**config.mk**
```make
export PLATFORM = sky130hd
export DESIGN_NAME = nibble_serial_addsub_flat
export DESIGN_NICKNAME = d
export VERILOG_FILES = /design/src/rtl/nibble_serial_addsub_pkg.sv /design/src/rtl/nibble_serial_addsub_if.sv /design/src/rtl/nibble_serial_addsub.sv /design/src/flat_wrapper.sv
export SDC_FILE = /design/constraint.sdc
export NUM_CORES = 1
export LEC_CHECK = 0
export CAP_MARGIN = 20
export CORE_AREA = 2 2 81 83
export CTS_BUF_LIST = sky130_fd_sc_hd__clkbuf_2 sky130_fd_sc_hd__clkbuf_4 sky130_fd_sc_hd__clkbuf_8
export DETAILED_ROUTE_END_ITERATION = 10
export DIE_AREA = 0 0 83 85
export PLACE_DENSITY = 0.84
export REMOVE_ABC_BUFFERS = 1
export SLEW_MARGIN = 20
export SYNTH_ARGS = -nofsm -noshare
export SYNTH_HDL_FRONTEND = slang
export SYNTH_SLANG_ARGS = --single-unit
```
**constraint.sdc**
```tcl
create_clock -name clk -period 6.46 [get_ports clk]
set_clock_uncertainty 0.2 [all_clocks]
set_input_delay 0.969 -clock clk [delete_from_list [all_inputs] [get_ports clk]]
set_output_delay 0.969 -clock clk [all_outputs]
set_load 0.005 [all_outputs]
```
**src/rtl/nibble_serial_addsub_pkg.sv**
```systemverilog
// Shared types and helpers for the nibble-serial add/sub sequencer.
// Holds the FSM state type, the nibble width and the nibble-select function.
package nibble_serial_addsub_pkg;

  typedef enum logic [1:0] {
    IDLE,
    RUN,
    DONE
  } state_t;

  localparam int NIBBLE_W = 4;
  localparam int MAX_W    = 64;

  function automatic logic [NIBBLE_W-1:0] nib_sel(
    input logic [MAX_W-1:0] v,
    input int unsigned      idx
  );
    return v[idx*NIBBLE_W +: NIBBLE_W];
  endfunction

endpackage

```
**src/rtl/nibble_serial_addsub_if.sv**
```systemverilog
// Operand/result handshakes plus the link to the external 4-bit add/sub unit.
// The slave side is the sequencer; the master side is its environment.
interface nibble_serial_addsub_if
  import nibble_serial_addsub_pkg::*;
#(
  parameter int NIBBLES = 4
);

  localparam int W = NIBBLE_W * NIBBLES;

  logic                in_valid;
  logic                in_ready;
  logic [W-1:0]        in_a;
  logic [W-1:0]        in_b;
  logic                in_sub;

  logic                out_valid;
  logic                out_ready;
  logic [W-1:0]        out_f;
  logic                out_cf;
  logic                out_zf;
  logic                out_of;

  logic [NIBBLE_W-1:0] alu_a;
  logic [NIBBLE_W-1:0] alu_b;
  logic                alu_c0;
  logic                alu_as;
  logic [NIBBLE_W-1:0] alu_f;
  logic                alu_c4;

  modport slave (
    input  in_valid,
    output in_ready,
    input  in_a,
    input  in_b,
    input  in_sub,
    output out_valid,
    input  out_ready,
    output out_f,
    output out_cf,
    output out_zf,
    output out_of,
    output alu_a,
    output alu_b,
    output alu_c0,
    output alu_as,
    input  alu_f,
    input  alu_c4
  );

  modport master (
    output in_valid,
    input  in_ready,
    output in_a,
    output in_b,
    output in_sub,
    input  out_valid,
    output out_ready,
    input  out_f,
    input  out_cf,
    input  out_zf,
    input  out_of,
    input  alu_a,
    input  alu_b,
    input  alu_c0,
    input  alu_as,
    output alu_f,
    output alu_c4
  );

endinterface

```
**src/rtl/nibble_serial_addsub.sv**
```systemverilog
// W-bit add/sub sequenced over an external 4-bit unit, LSB nibble first.
// One operation in flight: accept, NIBBLES run cycles, then hold the result.
module nibble_serial_addsub
  import nibble_serial_addsub_pkg::*;
#(
  parameter int NIBBLES = 4
) (
  input  logic                    clk,
  input  logic                    rst,
  nibble_serial_addsub_if.slave   bus
);

  localparam int W     = NIBBLE_W * NIBBLES;
  localparam int IDX_W = (NIBBLES > 1) ? $clog2(NIBBLES) : 1;
  localparam logic [IDX_W-1:0] LAST = IDX_W'(NIBBLES - 1);

  state_t           state_q;
  logic [IDX_W-1:0] idx_q;
  logic [W-1:0]     a_q;
  logic [W-1:0]     b_q;
  logic             sub_q;
  logic             carry_q;
  logic [W-1:0]     res_q;

  logic             in_ready_q;
  logic             out_valid_q;
  logic [W-1:0]     out_f_q;
  logic             out_cf_q;
  logic             out_zf_q;
  logic             out_of_q;

  logic [W-1:0]     f_full;
  logic             beff_msb;
  logic             of_next;

  // Result with the nibble being computed this cycle merged in
  always_comb begin
    f_full = res_q;
    for (int i = 0; i < NIBBLES; i++) begin
      if (idx_q == IDX_W'(i)) begin
        f_full[i*NIBBLE_W +: NIBBLE_W] = bus.alu_f;
      end
    end
  end

  always_comb begin
    bus.alu_a  = '0;
    bus.alu_b  = '0;
    bus.alu_c0 = 1'b0;
    bus.alu_as = 1'b0;
    if (state_q == RUN) begin
      bus.alu_a  = nib_sel(MAX_W'(a_q), 32'(idx_q));
      bus.alu_b  = nib_sel(MAX_W'(b_q), 32'(idx_q));
      bus.alu_c0 = carry_q;
      bus.alu_as = sub_q;
    end
  end

  assign beff_msb = sub_q ? ~b_q[W-1] : b_q[W-1];
  assign of_next  = (a_q[W-1] == beff_msb)
                 && (f_full[W-1] != a_q[W-1]);

  always_ff @(posedge clk or posedge rst) begin
    if (rst) begin
      state_q     <= IDLE;
      idx_q       <= '0;
      a_q         <= '0;
      b_q         <= '0;
      sub_q       <= 1'b0;
      carry_q     <= 1'b0;
      res_q       <= '0;
      in_ready_q  <= 1'b1;
      out_valid_q <= 1'b0;
      out_f_q     <= '0;
      out_cf_q    <= 1'b0;
      out_zf_q    <= 1'b0;
      out_of_q    <= 1'b0;
    end else begin
      unique case (state_q)
        IDLE: begin
          if (bus.in_valid) begin
            a_q        <= bus.in_a;
            b_q        <= bus.in_b;
            sub_q      <= bus.in_sub;
            carry_q    <= bus.in_sub;
            idx_q      <= '0;
            res_q      <= '0;
            in_ready_q <= 1'b0;
            state_q    <= RUN;
          end
        end
        RUN: begin
          res_q   <= f_full;
          carry_q <= bus.alu_c4;
          idx_q   <= idx_q + 1'b1;
          if (idx_q == LAST) begin
            out_valid_q <= 1'b1;
            out_f_q     <= f_full;
            out_cf_q    <= bus.alu_c4 ^ sub_q;
            out_zf_q    <= (f_full == '0);
            out_of_q    <= of_next;
            state_q     <= DONE;
          end
        end
        DONE: begin
          // in_valid is ignored here even alongside out_ready
          if (bus.out_ready) begin
            out_valid_q <= 1'b0;
            in_ready_q  <= 1'b1;
            state_q     <= IDLE;
          end
        end
        default: begin
          state_q <= IDLE;
        end
      endcase
    end
  end

  assign bus.in_ready  = in_ready_q;
  assign bus.out_valid = out_valid_q;
  assign bus.out_f     = out_f_q;
  assign bus.out_cf    = out_cf_q;
  assign bus.out_zf    = out_zf_q;
  assign bus.out_of    = out_of_q;

endmodule

```
**src/flat_wrapper.sv**
```systemverilog
// flat-port wrapper written by rule: the top's interface ports become plain ports
module nibble_serial_addsub_flat import nibble_serial_addsub_pkg::*;
#(
  parameter int NIBBLES = 4
)
  (clk, rst, bus_in_valid, bus_in_ready, bus_in_a, bus_in_b, bus_in_sub, bus_out_valid, bus_out_ready, bus_out_f, bus_out_cf, bus_out_zf, bus_out_of, bus_alu_a, bus_alu_b, bus_alu_c0, bus_alu_as, bus_alu_f, bus_alu_c4);
  nibble_serial_addsub_if #(.NIBBLES(NIBBLES)) bus_i ();
  input  logic clk;
  input  logic rst;
  input wire logic [$bits(bus_i.in_valid)-1:0] bus_in_valid;
  output wire logic [$bits(bus_i.in_ready)-1:0] bus_in_ready;
  input wire logic [$bits(bus_i.in_a)-1:0] bus_in_a;
  input wire logic [$bits(bus_i.in_b)-1:0] bus_in_b;
  input wire logic [$bits(bus_i.in_sub)-1:0] bus_in_sub;
  output wire logic [$bits(bus_i.out_valid)-1:0] bus_out_valid;
  input wire logic [$bits(bus_i.out_ready)-1:0] bus_out_ready;
  output wire logic [$bits(bus_i.out_f)-1:0] bus_out_f;
  output wire logic [$bits(bus_i.out_cf)-1:0] bus_out_cf;
  output wire logic [$bits(bus_i.out_zf)-1:0] bus_out_zf;
  output wire logic [$bits(bus_i.out_of)-1:0] bus_out_of;
  output wire logic [$bits(bus_i.alu_a)-1:0] bus_alu_a;
  output wire logic [$bits(bus_i.alu_b)-1:0] bus_alu_b;
  output wire logic [$bits(bus_i.alu_c0)-1:0] bus_alu_c0;
  output wire logic [$bits(bus_i.alu_as)-1:0] bus_alu_as;
  input wire logic [$bits(bus_i.alu_f)-1:0] bus_alu_f;
  input wire logic [$bits(bus_i.alu_c4)-1:0] bus_alu_c4;
  assign bus_i.in_valid = bus_in_valid;
  assign bus_in_ready = bus_i.in_ready;
  assign bus_i.in_a = bus_in_a;
  assign bus_i.in_b = bus_in_b;
  assign bus_i.in_sub = bus_in_sub;
  assign bus_out_valid = bus_i.out_valid;
  assign bus_i.out_ready = bus_out_ready;
  assign bus_out_f = bus_i.out_f;
  assign bus_out_cf = bus_i.out_cf;
  assign bus_out_zf = bus_i.out_zf;
  assign bus_out_of = bus_i.out_of;
  assign bus_alu_a = bus_i.alu_a;
  assign bus_alu_b = bus_i.alu_b;
  assign bus_alu_c0 = bus_i.alu_c0;
  assign bus_alu_as = bus_i.alu_as;
  assign bus_i.alu_f = bus_alu_f;
  assign bus_i.alu_c4 = bus_alu_c4;
  nibble_serial_addsub #(.NIBBLES(NIBBLES)) u_core (.clk(clk), .rst(rst), .bus(bus_i));
endmodule
```
==> results.toml <==
[run_status]
status = "complete, no violations"

[cts]
postCtsHoldBufs = 0
root_buffer = "clkbuf_8"
htreeDepth = 3
insertion_delay_ns = 0.34
clk_path_buf_depth = 2
cts_num_sinks = 72
cts_setup_buffers = 0
cts_buffers = 9
cts_resized = 0
clk_pin_slew_worst_paths_ns = 0.08
tritoncts = "done"

[worst_setup_path]
regToRegSetupSlack_ns = 3.75
start_kind = "flip-flop"
critPathArrivalTime_ns = 2.36
required_ns = 5.29
r2r_end = "u_core.bus.out_f[13]$_DFFE_PP0P_"
crit_type = "reg -> out"
reg2reg_depth = 3
worstPathMaxFanout = 13
r2r_start = "u_core.idx_q[0]$_DFFE_PP0P_"
end_kind = "primary output"

[detailed_routing]
vias_per_cell = 5.44
drt_wl_total_microns = 6560
drt-pass1-iter-count = 4
drtIter0Drc = 122
wire_per_inst_microns = 16.1
vias = 2214
drc = 0
ant_nets = 0

[logic_synthesis]
ys_seq_elements = 72
synth_compound_area_share_pct = 9.14
synth_largest_area_cell = "dfrtp_1"
synth_top_family_by_area = "multiplexers"
synth_area_sq_um = 3300
synthCells = 259
yosys.area_share.simple_pct = 7.63
synth_cell_types = 34
synthXorXnorAreaFrac_pct = 0.531
yosys.area_share.adder_pct = 1.52
synth_mux_area_share_pct = 22.4
yosys.area.top_type_share_pct = 53.9
yosysSeqAreaShare_pct = 54.7
synth_warnings = 0
synth.area.top_cells = "dfrtp_1 (54%), mux2_2 (13%), mux4_2 (5.5%), a32o_1 (3.6%), mux2i_1 (3.6%)"
syn_area_per_cell_sq_um = 12.7

[hold_path]
holdPathEnd = "u_core.carry_q$_DFFE_PP0P_"
hp-class = "reg -> reg"
hp-start = "u_core.carry_q$_DFFE_PP0P_"
holdPathStages = 2

[placed_design]
post-place-cells = 391
dpl.hpwl_microns = 4380
globalplace.congestion = 0.740
port_buffers = 72

[sta]
period_share_pct = 54.6
setup_viol = 0
worst_pin_slew_ns = 1.00
grt_setup_unrepaired = "false"
period_minus_slack_ns = 3.53
max_clock_freq_ghz = 0.283
hold_viol = 0
final_max_slew_viol_count = 0
max-slew-margin-rel_pct = 33.2
tns_ns = 0

[global_routing]
grt_busiest_layer = "met2"
antenna_found_initial = 0
gr-usage-met3_pct = 6.13
grt_pass1_vias = 2342
grt_max_degree = 73
grt_first_pass_wirelength_microns = 11200
grt_usage_pct = 20.1
met2_usage_pct = 33.4
grt_use_met1_pct = 24.4
grt-ovfl-total = 0

[layout]
diodes = 0
drive_gt1_share_pct = 21.2
layout-area-overhead-vs-synth_pct = 28.1
finalNetCount = 371
fillers = 467
instances_no_fill = 407

[floorplan]
num_io_pins = 73
fp.dieArea_sq_um = 7060
core_area_sq_um = 6200
die_y_microns = 85
start_util_pct = 53.2
rows = 29
die_width_microns = 83

[pwr]
power_leakage_nw = 1.75
peakVddDrop_mv = 0.258
powerDensity_nw_per_um2 = 485

[flow_run]
maxCapViolCount = 0
metrics by stage:
step                setup WS, ns  util, %  cell area (sq um)  hold slack, ns  total power [W]
floorplan                   2.07        -               3190           0.230          0.00134
global placement            3.33     65.0               4030           0.246          0.00167
detailed placement          3.28     65.0               4030           0.260          0.00172
CTS                         2.89     68.1               4220           0.278          0.00207
global route                2.79     68.1               4220           0.309          0.00219
finish                      2.93     68.1               4220           0.271          0.00205
how the worst max path moves through the flow:
stage	depth (start not counted)	endpoint	start	slack (ns)
3_5_place_dp	3	bus_alu_b[1]	u_core.idx_q[0]$_DFFE_PP0P_	3.28
3_3_place_gp	3	bus_alu_b[2]	u_core.idx_q[0]$_DFFE_PP0P_	3.33
2_1_floorplan	2	u_core.a_q[0]$_DFFE_PP0P_	bus_in_valid	2.07
4_1_cts	3	bus_alu_a[1]	u_core.idx_q[0]$_DFFE_PP0P_	2.89
6_report	3	bus_alu_a[1]	u_core.idx_q[0]$_DFFE_PP0P_	2.93
5_1_grt	3	bus_alu_b[0]	u_core.idx_q[0]$_DFFE_PP0P_	2.79
report_power, final:
part / switching (W) / internal, W / leakage, nW
registers: 0.000152 / 0.000654 / 0.881
clock network: 0.000167 / 0.000181 / 0.0955
logic: 0.000348 / 0.000548 / 0.777
total: 0.000668 / 0.00138 / 1.75
final cells by class:
class / count / area [sq um] / area share (%)
Multi-Input combinational cell: 161 / 1370 / 32.4
Timing Repair Buffer: 75 / 743 / 17.6
Inverter: 6 / 22.5 / 0.533
Tap cell: 77 / 96.3 / 2.28
Clock buffer: 10 / 131 / 3.11
Sequential cell: 72 / 1800 / 42.7
Clock inverter: 6 / 60.1 / 1.42
sequential cells by signal, summed over array words and instances (netlist names):
signal / cells
u_core.carry_q: 1
u_core.bus.out_valid: 1
u_core.bus.out_cf: 1
u_core.a_q: 16
u_core.state_q: 2
u_core.bus.out_f: 16
u_core.sub_q: 1
u_core.bus.out_zf: 1
u_core.bus.in_ready: 1
u_core.res_q: 13
u_core.bus.out_of: 1
u_core.b_q: 16
u_core.idx_q: 2
cells in the mapped netlist:
master and number:
dfrtp_1 71, mux2_2 37, nand2_1 22, o21ai_0 18, a32o_1 12, mux2i_1 12
and2_1 10, buf_2 9, mux4_2 8, clkbuf_1 7, nor2_1 7, inv_1 6
a21oi_1 5, nor3_1 5, ha_1 4, buf_6 3, o21ai_1 3, a22oi_1 2
nand2b_1 2, o22ai_1 2, a32oi_1 1, and3_1 1, clkbuf_4 1, dfstp_2 1
mux2i_4 1, nand3_1 1, nor2b_1 1, nor3_2 1, nor3b_1 1, o211ai_1 1
o31ai_1 1, or4_1 1, xnor2_1 1, xor2_1 1
placed cells by master, fill, tap and decap left out, drive strengths merged, types with 2 or more instances in the layout:
master,netlist,routed
inv,6,6
ha,4,4
buf,12,3
o22ai,2,2
a21oi,5,5
clkdlybuf4s50,0,72
and2,10,10
mux2,37,37
nor2,7,7
o21ai,21,21
mux2i,13,13
a32o,12,12
dfrtp,71,71
nand2,22,22
clkbuf,8,10
nand2b,2,2
nor3,6,6
clkinvlp,0,2
a22oi,2,2
mux4,8,8
clkinv,0,3
routing by layer:
metal | routed length (microns) | vias to the layer above
met4 | 116 | 0
met2 | 3280 | 63
met5 | 0 | -
met1 | 2760 | 1083
met3 | 406 | 9
li1 | - | 1059
kinds of logic after synthesis:
family / Yosys count
AO/OA/AOI/OAI: 45
buffers and inverters: 26
XOR/XNOR: 2
multiplexers: 58
adder cells (fa/ha/maj): 4
flip-flops: 72
AND/OR/NAND/NOR: 52
worst max-delay path: stages (launching register included):
cell             delay, ns
dfrtp_1               0.81
mux4_2                0.59
and2_1                0.17
clkdlybuf4s50_1       0.45
No activity file was read; power rests on OpenSTA's default activity.
